## config.mk

```make
export PLATFORM = sky130hd
export DESIGN_NAME = mux_scan_ctrl_flat
export DESIGN_NICKNAME = d
export VERILOG_FILES = /design/src/rtl/mux_scan_ctrl_pkg.sv /design/src/rtl/mux_scan_ctrl_if.sv /design/src/rtl/mux_scan_ctrl_settle_timer.sv /design/src/rtl/mux_scan_ctrl.sv /design/src/flat_wrapper.sv
export SDC_FILE = /design/constraint.sdc
export NUM_CORES = 1
export LEC_CHECK = 0
export ABC_AREA = 1
export CELL_PAD_IN_SITES_DETAIL_PLACEMENT = 0
export CELL_PAD_IN_SITES_GLOBAL_PLACEMENT = 1
export CORE_MARGIN = 4
export CORE_UTILIZATION = 42
export CTS_BUF_LIST = sky130_fd_sc_hd__clkbuf_8
export DETAILED_ROUTE_END_ITERATION = 10
export PLACE_DENSITY = 0.86
export SYNTH_ARGS = -nofsm -noshare
export SYNTH_HDL_FRONTEND = slang
export SYNTH_SLANG_ARGS = --single-unit
```

## constraint.sdc

```tcl
create_clock -name clk -period 3.52 [get_ports clk]
set_clock_uncertainty 0.1 [all_clocks]
set_input_delay 0.352 -clock clk [delete_from_list [all_inputs] [get_ports clk]]
set_output_delay 0.352 -clock clk [all_outputs]
set_load 0.05 [all_outputs]
```

## src/rtl/mux_scan_ctrl_pkg.sv

```systemverilog
// Shared definitions for the 8:1 mux scan sequencer: channel count, select width
// and FSM state encodings.
package mux_scan_ctrl_pkg;

  localparam int NUM_CH = 8;
  localparam int SEL_W  = 3;

  localparam logic [SEL_W-1:0] LAST_CH = 3'd7;

  typedef enum logic [1:0] {
    ST_IDLE   = 2'd0,
    ST_SETTLE = 2'd1,
    ST_SAMPLE = 2'd2
  } state_e;

endpackage

```

## src/rtl/mux_scan_ctrl_if.sv

```systemverilog
// Frame output bus of the mux scan sequencer: assembled frame plus valid/ready
// handshake. The sequencer is the master.
interface mux_scan_ctrl_if;
  import mux_scan_ctrl_pkg::*;

  logic [NUM_CH-1:0] frame;
  logic              frame_valid;
  logic              frame_ready;

  modport master (output frame, output frame_valid, input frame_ready);
  modport slave  (input frame, input frame_valid, output frame_ready);

endinterface

```

## src/rtl/mux_scan_ctrl_settle_timer.sv

```systemverilog
// Settle-window counter: counts up while clr is low, flags done when the count
// reaches SETTLE_CYC-1.
module settle_timer #(
  parameter int SETTLE_CYC = 2,
  parameter int CNT_W      = 4
) (
  input  logic clk,
  input  logic rst,
  input  logic clr,
  output logic done
);

  localparam logic [CNT_W-1:0] CNT_LAST = CNT_W'(SETTLE_CYC - 1);

  logic [CNT_W-1:0] cnt_d;
  logic [CNT_W-1:0] cnt_q;

  // Next count: clear or increment.
  always_comb begin
    cnt_d = cnt_q;
    if (clr) begin
      cnt_d = '0;
    end else begin
      cnt_d = cnt_q + {{(CNT_W-1){1'b0}}, 1'b1};
    end
  end

  // Count register.
  always_ff @(posedge clk) begin
    if (rst) begin
      cnt_q <= '0;
    end else begin
      cnt_q <= cnt_d;
    end
  end

  assign done = (cnt_q == CNT_LAST);

endmodule

```

## src/rtl/mux_scan_ctrl.sv

```systemverilog
// Upstream sequencer for the 8:1 mux: steps the select through channels 0..7 with a
// settle window on each, samples y, and presents the assembled frame via valid/ready.
module mux_scan_ctrl
  import mux_scan_ctrl_pkg::*;
#(
  parameter int SETTLE_CYC = 2,
  parameter int CNT_W      = 4
) (
  input  logic             clk,
  input  logic             rst,
  input  logic             start,
  input  logic             cont_en,
  input  logic             mux_y,
  input  logic             clr_ovr,
  output logic [SEL_W-1:0] sel,
  output logic             busy,
  output logic             overrun,
  mux_scan_ctrl_if.master  fbus
);

  state_e              state_d, state_q;
  logic [SEL_W-1:0]    sel_d, sel_q;
  logic [NUM_CH-2:0]   shadow_d, shadow_q;
  logic [NUM_CH-1:0]   frame_d, frame_q;
  logic                frame_valid_d, frame_valid_q;
  logic                overrun_d, overrun_q;
  logic                busy_d, busy_q;
  logic                tmr_clr;
  logic                tmr_done;
  logic                frame_done;
  logic                accept;
  logic                load;

  settle_timer #(
    .SETTLE_CYC (SETTLE_CYC),
    .CNT_W      (CNT_W)
  ) u_timer (
    .clk  (clk),
    .rst  (rst),
    .clr  (tmr_clr),
    .done (tmr_done)
  );

  // Scan FSM, shadow capture and output holding register next-state.
  always_comb begin
    state_d       = state_q;
    sel_d         = sel_q;
    shadow_d      = shadow_q;
    frame_d       = frame_q;
    frame_valid_d = frame_valid_q;
    overrun_d     = overrun_q;
    tmr_clr       = 1'b1;
    frame_done    = 1'b0;

    case (state_q)
      ST_IDLE: begin
        sel_d = '0;
        if (start) begin
          state_d = ST_SETTLE;
        end else begin
          state_d = ST_IDLE;
        end
      end
      ST_SETTLE: begin
        tmr_clr = 1'b0;
        if (tmr_done) begin
          state_d = ST_SAMPLE;
        end else begin
          state_d = ST_SETTLE;
        end
      end
      ST_SAMPLE: begin
        if (sel_q == LAST_CH) begin
          // Channel 7 goes straight into the frame; the shadow holds only 0..6.
          frame_done = 1'b1;
          sel_d      = '0;
          state_d    = cont_en ? ST_SETTLE : ST_IDLE;
        end else begin
          shadow_d[sel_q] = mux_y;
          sel_d           = sel_q + SEL_W'(1);
          state_d         = ST_SETTLE;
        end
      end
      default: begin
        state_d = ST_IDLE;
        sel_d   = '0;
      end
    endcase

    accept = frame_valid_q & fbus.frame_ready;
    load   = frame_done & (~frame_valid_q | accept);

    if (load) begin
      frame_d       = {mux_y, shadow_q};
      frame_valid_d = 1'b1;
    end else if (accept) begin
      frame_valid_d = 1'b0;
    end else begin
      frame_valid_d = frame_valid_q;
    end

    // A drop in the same cycle as a clear must still be reported.
    if (frame_done && !load) begin
      overrun_d = 1'b1;
    end else if (clr_ovr) begin
      overrun_d = 1'b0;
    end else begin
      overrun_d = overrun_q;
    end

    busy_d = (state_d != ST_IDLE);
  end

  // State and datapath registers.
  always_ff @(posedge clk) begin
    if (rst) begin
      state_q       <= ST_IDLE;
      sel_q         <= '0;
      shadow_q      <= '0;
      frame_q       <= '0;
      frame_valid_q <= 1'b0;
      overrun_q     <= 1'b0;
      busy_q        <= 1'b0;
    end else begin
      state_q       <= state_d;
      sel_q         <= sel_d;
      shadow_q      <= shadow_d;
      frame_q       <= frame_d;
      frame_valid_q <= frame_valid_d;
      overrun_q     <= overrun_d;
      busy_q        <= busy_d;
    end
  end

  assign sel              = sel_q;
  assign busy             = busy_q;
  assign overrun          = overrun_q;
  assign fbus.frame       = frame_q;
  assign fbus.frame_valid = frame_valid_q;

endmodule
```

## src/flat_wrapper.sv

```systemverilog
// flat-port wrapper written by rule: the top's interface ports become plain ports
module mux_scan_ctrl_flat import mux_scan_ctrl_pkg::*;
#(
  parameter int SETTLE_CYC = 2,
  parameter int CNT_W      = 4
)
  (clk, rst, start, cont_en, mux_y, clr_ovr, sel, busy, overrun, fbus_frame, fbus_frame_valid, fbus_frame_ready);
  mux_scan_ctrl_if fbus_i ();
  input  logic clk;
  input  logic rst;
  input  logic start;
  input  logic cont_en;
  input  logic mux_y;
  input  logic clr_ovr;
  output logic [SEL_W-1:0] sel;
  output logic busy;
  output logic overrun;
  output wire logic [$bits(fbus_i.frame)-1:0] fbus_frame;
  output wire logic [$bits(fbus_i.frame_valid)-1:0] fbus_frame_valid;
  input wire logic [$bits(fbus_i.frame_ready)-1:0] fbus_frame_ready;
  assign fbus_frame = fbus_i.frame;
  assign fbus_frame_valid = fbus_i.frame_valid;
  assign fbus_i.frame_ready = fbus_frame_ready;
  mux_scan_ctrl #(.SETTLE_CYC(SETTLE_CYC), .CNT_W(CNT_W)) u_core (.clk(clk), .rst(rst), .start(start), .cont_en(cont_en), .mux_y(mux_y), .clr_ovr(clr_ovr), .sel(sel), .busy(busy), .overrun(overrun), .fbus(fbus_i));
endmodule
```

* Word-level counts from Yosys, hierarchy flattened
Index checks and enable logic that the tools add are counted.
** Word-level totals
- Bits in registers :: 27
- Output and inout port bits :: 14
- Logic and storage cells :: 47
** Cells by class
- Add/sub/neg operators :: 2
- Order comparisons :: 2
- Equality and inequality tests :: 4
- Mux-type cells :: 16
- Bitwise logic cells :: 6
- Reductions and logical operators :: 9
** Operator list (number)
- $mux W1 :: 9
- $bwmux W7 :: 1
- $pmux W2 S3 :: 1
- $pmux W3 S2 :: 1
- $reduce_bool A2 Y1 :: 3
- $add A4 B1 Y4 const B :: 1
- $eq A4 B1 Y1 const B :: 1
- $lt A3 B4 Y1 const B :: 1
- $mux W2 :: 2
- $add A3 B1 Y3 const B :: 1
- $demux W1 S3 :: 1
- $eq A3 B3 Y1 const B :: 1
- $ge A3 B1 Y1 const B :: 1
- $mux W3 :: 1
- $not A1 Y1 :: 3
- $and A1 B1 Y1 :: 2
- $eq A2 B1 Y1 const B :: 1
- $eq A2 B2 Y1 const B :: 1
- $logic_and A1 B1 Y1 :: 2
- $logic_not A2 Y1 :: 1
- $reduce_and A2 Y1 :: 1
- $reduce_or A2 Y1 :: 1
- $logic_not A1 Y1 :: 1
- $or A1 B1 Y1 :: 1

* Logic depth before layout (Yosys ltp)
- Depth after elaboration :: 7
- Depth in mapped cells :: 8
- Mapped depth without buffers :: 8

* Cells and area by module
A second synthesis with hierarchy kept.
** Unflattened totals
- Cells, all modules :: 172
- Area total of the unflattened synthesis :: 1197.4 µm²
** By module, submodules not included
- mux_scan_ctrl :: times used 1, cells each 152, area each 1023.5 µm², sequential area each 460.4 µm²
- settle_timer :: times used 1, cells each 20, area each 173.9 µm², sequential area each 80.1 µm²

* Worst setup path after synthesis
OpenSTA, ideal clock, no wires.
- Path type :: flip-flop to flip-flop
- Start point :: register u_core.sel_q[1], in the netlist u_core.sel[1]
- End point :: register u_core.frame_q[1], in the netlist u_core.fbus.frame[1]
- Data arrival time :: 1.659 ns
- Required time :: 3.306 ns
- Path slack :: 1.647 ns
- Cell stages (with the launch flop) :: 8
- Cell sequence :: dfxtp_1 > ha_1 > ha_1 > inv_2 > nor2_4 > nand3b_1 > nand2_1 > nor2_1
** Between the ends
- Longest elaborated chain between the ends :: 4
** RTL lines
- from (decl) :: line mux_scan_ctrl.sv:22 : logic [SEL_W-1:0] sel_d, sel_q;
- from (signal assigned) :: line mux_scan_ctrl.sv:126 : sel_q <= sel_d;
- $eq A3 B3 Y1 :: line mux_scan_ctrl.sv:73 : if (sel_q == LAST_CH) begin
- $mux W1 :: line mux_scan_ctrl.sv:73
- $mux W1 :: line mux_scan_ctrl.sv:55 : case (state_q)
- $and A1 B1 Y1 :: line mux_scan_ctrl.sv:91 : load = frame_done & (~frame_valid_q | accept);
- to (signal assigned) :: line mux_scan_ctrl.sv:128 : frame_q <= frame_d;
- to (decl) :: line mux_scan_ctrl.sv:24 : logic [NUM_CH-1:0] frame_d, frame_q;
Every way passes these cells.
A chain may end at the register's enable or synchronous reset.

* Worst setup path after layout
- Start point :: register u_core.sel_q[1], in the netlist u_core.sel[1]
- End point :: output sel[1]
** RTL lines
- to (decl) :: line flat_wrapper.sv:15 : output logic [SEL_W-1:0] sel;
No word-level cell between the ends.

==> impl_metrics.env <==
export IMPL_seqPwrFrac=0.598
export IMPL_cts_setup_buffers=0
export IMPL_clk_latency_ns=0.27
export IMPL_final_net_count=198
export IMPL_grt_pass1_vias=951
export IMPL_cts_made_buffers=3
export IMPL_status="complete, no violations"
export IMPL_swShare=0.2292
export IMPL_placed_cells=213
export IMPL_dr_pass1_iters=4
export IMPL_slew_headroom=0.6670
export IMPL_max_freq_mhz=485.0
export IMPL_setup_viol=0
export IMPL_instances_no_fill=217
export IMPL_drv_slew=0
export IMPL_num_vias=1024
export IMPL_pin_count=21
export IMPL_syn_nets=174
export IMPL_synth_avg_cell_area_um2=7.377
export IMPL_hold_violations=0
export IMPL_clk_pin_slew_ns=0.09
export IMPL_synthDistinctLibCells=19
export IMPL_powerDensity_nw_per_um2=351.9
export IMPL_syn2layout_area_growth_pct=23.20
export IMPL_portBuffers=20
export IMPL_dp_hpwl_um=1782
export IMPL_cts_resized=0
export IMPL_die_area_um2=3783
export IMPL_dr_first_iter_drc_count=33
export IMPL_worstRegToRegCells=7
export IMPL_p_switching_mw=0.1195
export IMPL_cap_viol_max_count=0
export IMPL_vias_per_cell=4.719
export IMPL_critical_path_max_stage_delay_ns=0.86
export IMPL_drc=0
export IMPL_start_util=0.4360
export IMPL_synth_warnings=0
export IMPL_power_internal_mw=0.4018
export IMPL_cts_tree="yes"
export IMPL_dieHeight_um=61.51
export IMPL_clk_path_buf_depth=2
export IMPL_worst_ir_drop_vdd_mv=0.3132
export IMPL_cts_root_buffer="clkbuf_8"
export IMPL_slowest_stage="clkdlybuf4s50_1"
export IMPL_cp_top_family="buffers and inverters"
export IMPL_combPwrFrac=0.071
export IMPL_ys_seq_elements=27
export IMPL_syn_inst=163
export IMPL_die_w_um=61.51
export IMPL_setup_slack_ns=1.458
export IMPL_wl_per_cell_um=10.71
export IMPL_grt_pass1_wl_um=3988
export IMPL_grt_util_all_layers=0.1417
export IMPL_cp_max_fo=8
export IMPL_hold_buffers=0
export IMPL_fp_row_count=19
export IMPL_timing_reg2reg_setup_slack_ns=1.81
export IMPL_syn_area_um2=1202
export IMPL_fillers=274
export IMPL_diodes=0
export IMPL_core_um2=2758
export IMPL_worst_pin_slew_ns=0.4979
export IMPL_worstPathArrival_ns=1.61
export IMPL_rsz0062_at_grt="false"
export IMPL_critPathRequiredTime_ns=3.07
export IMPL_endpoint="sel[1]"
export IMPL_worst_path_buf_inv=1
export IMPL_yosysSeqAreaShare=0.4495
export IMPL_htree_levels=1
export IMPL_period_needed_ns=2.062
export IMPL_grt_max_degree=20
export IMPL_final_setup_tns_ns=0
export IMPL_r2r_start="u_core.sel[1]"
export IMPL_ant_nets=0
export IMPL_crit_cells=1
export IMPL_place_gp_congestion=0.8179
export IMPL_worstSetupPathType="flip-flop to output pin"
export IMPL_startpoint_type="flip-flop"
export IMPL_pwr_share_clk=0.331
export IMPL_period_share=0.5857
export IMPL_hold_class="flip-flop to flip-flop"
export IMPL_crit_chain="clkdlybuf4s50_1"
export IMPL_overflow=0
export IMPL_leakagePower_nw=0.6213
export IMPL_clock_sinks=27
export IMPL_antenna_found_initial=0
export IMPL_end_kind="output pin"
export IMPL_crit_start="u_core.sel[1]"
export IMPL_rr_endpoint="u_core.fbus.frame[4]"
export IMPL_wirelength_um=2323
export IMPL_preCtsSetupSlack_ns=1.783
export IMPL_hold_slack_ns=0.3777
export IMPL_drive_above_1_share=0.08065
worst min-delay path by stage:
stage               cells past startpoint                      end               startpoint  slack [ns]
floorplan                               1           u_core.overrun                      rst        0.31
global placement                        1  u_core.u_timer.cnt_q[0]  u_core.u_timer.cnt_q[0]        0.35
detailed placement                      1  u_core.u_timer.cnt_q[0]  u_core.u_timer.cnt_q[0]        0.36
CTS                                     2  u_core.u_timer.cnt_q[3]  u_core.u_timer.cnt_q[3]        0.38
global route                            2       u_core.shadow_q[5]       u_core.shadow_q[5]        0.40
finish                                  2  u_core.u_timer.cnt_q[3]  u_core.u_timer.cnt_q[3]        0.38
metrics by stage:
stage	util	area (um2)	total power, mW
2_1_floorplan	-	1202	0.3419
3_3_place_gp	0.5209	1436	0.3558
3_5_place_dp	0.5209	1436	0.3563
4_1_cts	0.5372	1481	0.5287
5_1_grt	0.5372	1481	0.5473
6_report	0.5372	1481	0.5213
flip-flops by register name, summed over array words and instances, names as in the netlist:
name                     cells
u_core.fbus.frame            8
u_core.sel                   3
u_core.state_q               2
u_core.overrun               1
u_core.shadow_q              7
u_core.busy                  1
u_core.fbus.frame_valid      1
u_core.u_timer.cnt_q         4
synthesized netlist by cell type, drive strengths merged:
library cell | instances | share of area
dfxtp | 27 | 0.45
o21ai | 4 | 0.017
nand2 | 33 | 0.11
buf | 1 | 0.0042
inv | 20 | 0.062
nand3 | 15 | 0.062
xnor2 | 1 | 0.0073
nor2 | 45 | 0.17
nor3 | 1 | 0.0042
ha | 4 | 0.042
a21oi | 6 | 0.028
nand3b | 6 | 0.037
worst reg2reg max path, delay by kind of cell (launching register included):
family                   cells  cell delay, ns
buffers and inverters        1            0.10
adder cells (fa/ha/maj)      2            0.51
AND/OR/NAND/NOR              4            0.44
flip-flops                   1            0.48
per-layer routing:
| layer | wire (um) | track usage | part of all wire | up-vias |
|---|---|---|---|---|
| met2 | 1085 | 0.2377 | 0.47 | 20 |
| met1 | 1089 | 0.1696 | 0.47 | 447 |
| met4 | 36 | 0.05455 | 0.015 | 0 |
| li1 | - | - | - | 552 |
| met3 | 112 | 0.04193 | 0.048 | 5 |
| met5 | 0 | 0 | 0 | - |
power by group through the flow:
| stage | registers [mW] | clock network, mW | logic (mW) |
|---|---|---|---|
| 6_report | 0.312 | 0.173 | 0.0369 |
| 5_1_grt | 0.313 | 0.193 | 0.0412 |
| 4_1_cts | 0.312 | 0.179 | 0.0374 |
| 3_5_place_dp | 0.319 | 0 | 0.0372 |
| 3_3_place_gp | 0.319 | 0 | 0.0368 |
| 2_1_floorplan | 0.324 | 0 | 0.0183 |
layout by cell type (no fill, tap or decap), drive strengths merged:
master          n
nand3          15
nor3            1
inv            21
nand3b          6
clkdlybuf4s50  20
clkbuf          3
nor2           45
xnor2           1
a21oi           6
ha              4
nand2          33
o21ai           4
dfxtp          27
layout make-up:
type,instances,area (um2),area share
Multi-Input combinational cell,115,581.8,0.3927
Tap cell,31,38.79,0.02618
Clock inverter,1,3.754,0.002534
Sequential cell,27,540.5,0.3649
Clock buffer,3,41.29,0.02787
Inverter,20,75.07,0.05068
Timing Repair Buffer,20,200.2,0.1351
cell families after synthesis:
kind of cell | count (synthesis) | synth area share
simple gates | 100 | 0.3902
flops | 27 | 0.4495
fa+ha+maj | 4 | 0.04162
compound gates | 10 | 0.04474
xor+xnor | 1 | 0.007285
buf+inv | 21 | 0.06659
(Power assumes the default switching activity.)
